File: src/rtl/pcie_tx_lane_striper.sv
// PHY TX lane striper: accepts multi-byte MAC beats over valid/ready, stripes them
// across a run-time link width and periodically inserts SKP ordered sets.
module pcie_tx_lane_striper #(
    parameter int DATA_WIDTH   = 32,
    parameter int NUM_LANES    = 4,
    parameter int SKP_INTERVAL = 1180
) (
    input  logic                         clk_i,
    input  logic                         rst_i,
    input  logic                         link_en_i,
    input  logic [$clog2(NUM_LANES):0]   link_width_i,
    input  logic [DATA_WIDTH-1:0]        data_i,
    input  logic [DATA_WIDTH/8-1:0]      data_k_i,
    input  logic                         data_valid_i,
    output logic                         data_ready_o,
    output logic [NUM_LANES*8-1:0]       lane_data_o,
    output logic [NUM_LANES-1:0]         lane_k_o,
    output logic [NUM_LANES-1:0]         lane_valid_o,
    output logic                         skp_active_o
);

    localparam int BYTES = DATA_WIDTH / 8;
    localparam int LW    = $clog2(NUM_LANES);
    localparam int SW    = (BYTES > 1) ? $clog2(BYTES) : 1;
    localparam int CW    = $clog2(SKP_INTERVAL);

    localparam logic [LW:0]   WIDTH_MAX = (LW+1)'(LW);
    localparam logic [CW-1:0] CNT_MAX   = CW'(SKP_INTERVAL - 1);
    localparam logic [CW-1:0] CNT_PRE   = CW'(SKP_INTERVAL - 2);
    localparam logic [7:0]    K_COM     = 8'hBC;
    localparam logic [7:0]    K_SKP     = 8'h1C;

    typedef enum logic [1:0] {IDLE, STREAM, SKP} state_t;

    state_t                  state_q, state_d;
    logic [LW:0]             width_q;
    logic [DATA_WIDTH-1:0]   hold_data;
    logic [BYTES-1:0]        hold_k;
    logic                    hold_vld;
    logic [SW-1:0]           slice_q;
    logic [SW-1:0]           last_idx;
    logic                    last_slice;
    logic [CW-1:0]           skp_cnt;
    logic                    skp_due;
    logic [1:0]              skp_idx;
    logic                    accept;
    int                      w_lanes;

    logic [NUM_LANES*8-1:0]  lane_data_p0, lane_data_p1;
    logic [NUM_LANES-1:0]    lane_k_p0, lane_k_p1;
    logic [NUM_LANES-1:0]    vld_p0, vld_p1;
    logic                    skp_active_p0, skp_active_p1;

    function automatic logic [LW:0] clamp_width(input logic [LW:0] w);
        return (w > WIDTH_MAX) ? WIDTH_MAX : w;
    endfunction

    function automatic logic [CW-1:0] sat_inc(input logic [CW-1:0] c);
        return (c == CNT_MAX) ? c : c + 1'b1;
    endfunction

    assign w_lanes    = 1 << width_q;
    assign last_idx   = SW'((BYTES >> width_q) - 1);
    assign last_slice = (slice_q == last_idx);

    // Ready looks only at registered state so upstream never sees a combinational loop.
    always_comb begin
        data_ready_o = (state_q == STREAM) && !skp_due && (!hold_vld || last_slice);
        accept       = data_ready_o && data_valid_i;
    end

    always_comb begin
        state_d = state_q;
        if (!link_en_i) begin
            state_d = IDLE;
        end else begin
            case (state_q)
                IDLE:    state_d = STREAM;
                STREAM:  if (skp_due && (!hold_vld || last_slice)) state_d = SKP;
                SKP:     if (skp_idx == 2'd3) state_d = STREAM;
                default: state_d = IDLE;
            endcase
        end
    end

    always_ff @(posedge clk_i or negedge rst_i) begin
        if (!rst_i) state_q <= IDLE;
        else        state_q <= state_d;
    end

    // Width only moves between beats so a beat is never striped at two widths.
    always_ff @(posedge clk_i or negedge rst_i) begin
        if (!rst_i)                              width_q <= '0;
        else if (!hold_vld && state_q != SKP)    width_q <= clamp_width(link_width_i);
    end

    always_ff @(posedge clk_i or negedge rst_i) begin
        if (!rst_i) begin
            hold_vld <= 1'b0;
            slice_q  <= '0;
        end else if (!link_en_i) begin
            hold_vld <= 1'b0;
            slice_q  <= '0;
        end else if (accept) begin
            hold_vld <= 1'b1;
            slice_q  <= '0;
        end else if (state_q == STREAM && hold_vld) begin
            if (last_slice) hold_vld <= 1'b0;
            else            slice_q  <= slice_q + 1'b1;
        end
    end

    always_ff @(posedge clk_i) begin
        if (accept) begin
            hold_data <= data_i;
            hold_k    <= data_k_i;
        end
    end

    always_ff @(posedge clk_i or negedge rst_i) begin
        if (!rst_i) begin
            skp_cnt <= '0;
            skp_due <= 1'b0;
            skp_idx <= 2'd0;
        end else if (!link_en_i) begin
            skp_cnt <= '0;
            skp_due <= 1'b0;
            skp_idx <= 2'd0;
        end else begin
            skp_idx <= (state_q == SKP) ? skp_idx + 2'd1 : 2'd0;
            if (state_q != SKP && state_d == SKP) begin
                skp_cnt <= '0;
                skp_due <= 1'b0;
            end else if (state_q != IDLE) begin
                skp_cnt <= sat_inc(skp_cnt);
                if (skp_cnt == CNT_PRE) skp_due <= 1'b1;
            end
        end
    end

    // p0: select the slice or ordered-set symbol for each active lane
    always_comb begin
        lane_data_p0  = '0;
        lane_k_p0     = '0;
        vld_p0        = '0;
        skp_active_p0 = 1'b0;
        if (link_en_i && state_q == STREAM && hold_vld) begin
            for (int l = 0; l < NUM_LANES; l++) begin
                if (l < w_lanes) begin
                    lane_data_p0[8*l +: 8] = hold_data[8*(int'(slice_q)*w_lanes + l) +: 8];
                    lane_k_p0[l]           = hold_k[int'(slice_q)*w_lanes + l];
                    vld_p0[l]              = 1'b1;
                end
            end
        end else if (link_en_i && state_q == SKP) begin
            skp_active_p0 = 1'b1;
            for (int l = 0; l < NUM_LANES; l++) begin
                if (l < w_lanes) begin
                    lane_data_p0[8*l +: 8] = (skp_idx == 2'd0) ? K_COM : K_SKP;
                    lane_k_p0[l]           = 1'b1;
                    vld_p0[l]              = 1'b1;
                end
            end
        end
    end

    // p1: registered lane outputs
    always_ff @(posedge clk_i or negedge rst_i) begin
        if (!rst_i) begin
            lane_data_p1  <= '0;
            lane_k_p1     <= '0;
            vld_p1        <= '0;
            skp_active_p1 <= 1'b0;
        end else begin
            lane_data_p1  <= lane_data_p0;
            lane_k_p1     <= lane_k_p0;
            vld_p1        <= vld_p0;
            skp_active_p1 <= skp_active_p0;
        end
    end

    assign lane_data_o  = lane_data_p1;
    assign lane_k_o     = lane_k_p1;
    assign lane_valid_o = vld_p1;
    assign skp_active_o = skp_active_p1;

endmodule

File: config.mk
export PLATFORM = sky130hd
export DESIGN_NAME = pcie_tx_lane_striper
export DESIGN_NICKNAME = d
export VERILOG_FILES = /design/src/rtl/pcie_tx_lane_striper.sv
export SDC_FILE = /design/constraint.sdc
export NUM_CORES = 1
export LEC_CHECK = 0
export CAP_MARGIN = 30
export CORE_MARGIN = 4
export CORE_UTILIZATION = 57
export CTS_BUF_LIST = sky130_fd_sc_hd__clkbuf_16
export DETAILED_ROUTE_END_ITERATION = 8
export PLACE_DENSITY = 0.86
export SETUP_SLACK_MARGIN = 0.1
export SLEW_MARGIN = 15
export SYNTH_ARGS = -nofsm -noshare
export SYNTH_HDL_FRONTEND = slang
export SYNTH_SLANG_ARGS = --single-unit
File: constraint.sdc
create_clock -name clk_i -period 9.3 [get_ports clk_i]
set_input_delay 2.325 -clock clk_i [delete_from_list [all_inputs] [get_ports clk_i]]
set_output_delay 2.325 -clock clk_i [all_outputs]
set_load 0.005 [all_outputs]
==> impl_metrics.csv <==
group,metric,value,unit
timing,max_slew_margin,43.8,%
clocking,htree_levels,3,
timing,setup_viol,0,
setup_path,cp.depth,7,
setup_path,cpPeakStageDelay,0.50,ns
yosys,avgSynthCellArea,13.0,sq um
timing,grt_setup_unrepaired,"false",
timing,max_freq,191,MHz
finish,nets,502,
global_route,grt_pass1_vias,3342,
timing,finClkSkew,0.0128,ns
drt,finalWirelength,10500,microns
yosys,synthFlopType,"dfrtp_1",
placement,dp_cells,535,
drt,dr.pass1.iters,5,
finish,fin_cells,553,
placement,dp_hpwl,7320,microns
yosys,synth_area,4690,sq um
timing,period_minus_slack,5.23,ns
setup_path,cpLargestDelayFamily,"simple AND/OR/NAND/NOR gates",
status,status,"finished clean",
global_route,grt_pass1_wl,16600,microns
finish,fillers,527,
yosys,yosysTopAreaCell,"dfrtp_1",
finish,stdcell_area,5910,sq um
clocking,root_buffer,"clkbuf_16",
clocking,clk_latency,0.34,ns
yosys,synthTopCellsByArea,"dfrtp_1 (34%), edfxtp_1 (23%), mux4_2 (7.7%)",
clocking,cts.path.max_buffers,2,
yosys,yosysWarnings,0,
setup_path,crit_buf_inv,1,
finish,area_growth,25.9,%
timing,post-route-period-util,56.2,%
drt,wl_per_cell,19.0,microns
setup_path,worstPathCellList,"nor2_1 > nand2_1 > ha_1 > xnor2_1 > o21ai_0 > and2_1 > clkdlybuf4s50_1",
clocking,cts_tree,"done",
setup_path,cp-end-kind,"primary output",
drt,drc,0,
yosys,synth_edf_count,36,
die,start_util,59.8,%
pwr,seqPwrFrac,51.6,%
timing,worst_pin_slew,0.837,ns
min_path,min_path_type,"reg -> reg",
pwr,clockPowerShare,39.8,%
pwr,irDropWorstVdd,0.119,mV
pwr,p_sw,0.211,mW
yosys,netlist_instances,360,
min_path,min_path_cells,1,
clocking,ctsHoldBuffers,0,
yosys,synth_cell_types,46,
clocking,postCtsSetupRepairBufs,0,
yosys,synth_top_area_share,33.6,%
drt,num_vias,3278,
run,maxCapViolCount,0,
finish,fin_util,75.3,%
clocking,clk_pin_slew,0.07,ns
timing,hold_viol_final,0,
die,die_y,98.8,microns
timing,worst_slack,4.07,ns
finish,layout-drive-gt1-share,10.9,%
clocking,cts_buffers,9,
setup_path,path_max_fanout,7,
setup_path,path_class,"reg -> out",
placement,place_ws,4.49,ns
die,die-area,9750,sq um
placement,portBuffers,84,
drt,viasPerCell,5.93,
finish,antenna-diode-count,0,
pwr,p_int,0.723,mW
clocking,clock_sinks,99,
timing,fin_tns_setup,0,ns
setup_path,r2r_cells,10,
setup_path,crit_path_top_delay_cell,"clkdlybuf4s50_1",
yosys,synth_top_cells_by_count,"dfrtp_1 (63), edfxtp_1 (36), nor2_1 (32)",
drt,drtIter0Drc,256,
drt,ant_nets,0,
die,core_area,7850,sq um
yosys,ys_async_sr_fraction,63.6,%
timing,drv_slew,0,
yosys,syn_nets,416,
pwr,netSwitchingFraction,22.6,%
die,pin_count,85,
placement,placed_area,5600,sq um
pwr,combPwrFrac,8.6,%
yosys,synth.most_common_cell,"dfrtp_1",
pwr,leakagePower,2.65,nW
setup_path,worst_setup_path_start_kind,"flip-flop",
clocking,cts_resized,0,
yosys,yosysSeqAreaShare,56.6,%
yosys,yosys_register_bits,99,
setup_path,critPathRequiredTime,6.98,ns
die,die_w,98.8,microns
global_route,antenna_found_initial,0,
pwr,power_density,158,nW/um^2
global_route,grt-ovfl-total,0,
die,num_rows,32,
setup_path,cp.arrival,2.90,ns
placement,place_congestion,0.853,
global_route,grt_util_all_layers,22.2,%
global_route,grt_start_max_net_pins,64,
cell usage in the layout (no fill, tap or decap), drive strengths merged, types with 8 or more instances in the layout:
cell type	count
clkdlybuf4s50	83
dfrtp	63
edfxtp	36
nor2	32
nand2	18
mux4	18
inv	18
mux2i	17
xnor2	14
a21oi	13
ha	13
o21ai	13
and2	12
a21o	10
clkbuf	10
nand3	9
and3	8
state kept, by name, summed over array words and instances (netlist names):
name	count
lane_k_o	4
skp_cnt	11
hold_k	4
hold_data	32
skp_active_o	1
state_q	2
skp_due	1
hold_vld	1
slice_q	2
width_q	3
skp_idx	2
lane_valid_o	4
lane_data_o	32
cells by family after synthesis:
group	count (synthesis)	share of synthesized area (%)
muxes	41	13.9
AOI/OAI and AO/OA	54	7.52
DFF	99	56.6
buffers and inverters	30	3.30
adders and majority gates	13	3.46
xor gates and xnor gates	19	3.84
and+or+nand+nor	104	11.4
area by class of cell:
type	instances	area [sq um]	share of cell area [%]
sequential	99	2660	45.0
tap	102	128	2.16
timing repair buffer	89	871	14.7
clock inverter	7	73.8	1.25
clock buffer	9	225	3.81
multi-input combinational	231	1880	31.8
inverter	16	72.6	1.23
layer usage:
layer,track usage [%],share of wire (%),wire length [microns],vias to the layer above
met1,27.8,40,4240,1626
li1,-,-,-,1478
met2,38.0,51,5360,158
met4,6.51,1.4,150,0
met3,5.80,7.2,759,16
met5,0,0,0,-
power groups by stage:
stage / clock, mW / combinational (mW) / sequential, mW
finish: 0.372 / 0.0803 / 0.482
global route: 0.396 / 0.0875 / 0.484
CTS: 0.377 / 0.0803 / 0.482
detailed placement: 0 / 0.0792 / 0.490
global placement: 0 / 0.0767 / 0.489
floorplan: 0 / 0.0378 / 0.487
worst paths after layout:
| path | end | slack, ns | from |
|---|---|---|---|
| worst max-delay path | data_ready_o | 4.07 | width_q[2] |
| worst min-delay path | skp_idx[0] | 0.49 | skp_idx[0] |
| worst max register to register | lane_data_o[13] | 5.33 | width_q[0] |
| worst min register to register | skp_idx[0] | 0.49 | skp_idx[0] |
| max in group asynchronous | lane_data_o[13] | 6.64 | rst_i |
| min in group asynchronous | skp_cnt[7] | 2.13 | rst_i |
through the flow:
stage               hold slack [ns]  total power, mW
CTS                           0.483            0.939
detailed placement            0.478            0.570
global placement              0.448            0.566
floorplan                     0.432            0.525
finish                        0.487            0.934
global route                  0.491            0.967
(Power assumes the default switching activity.)
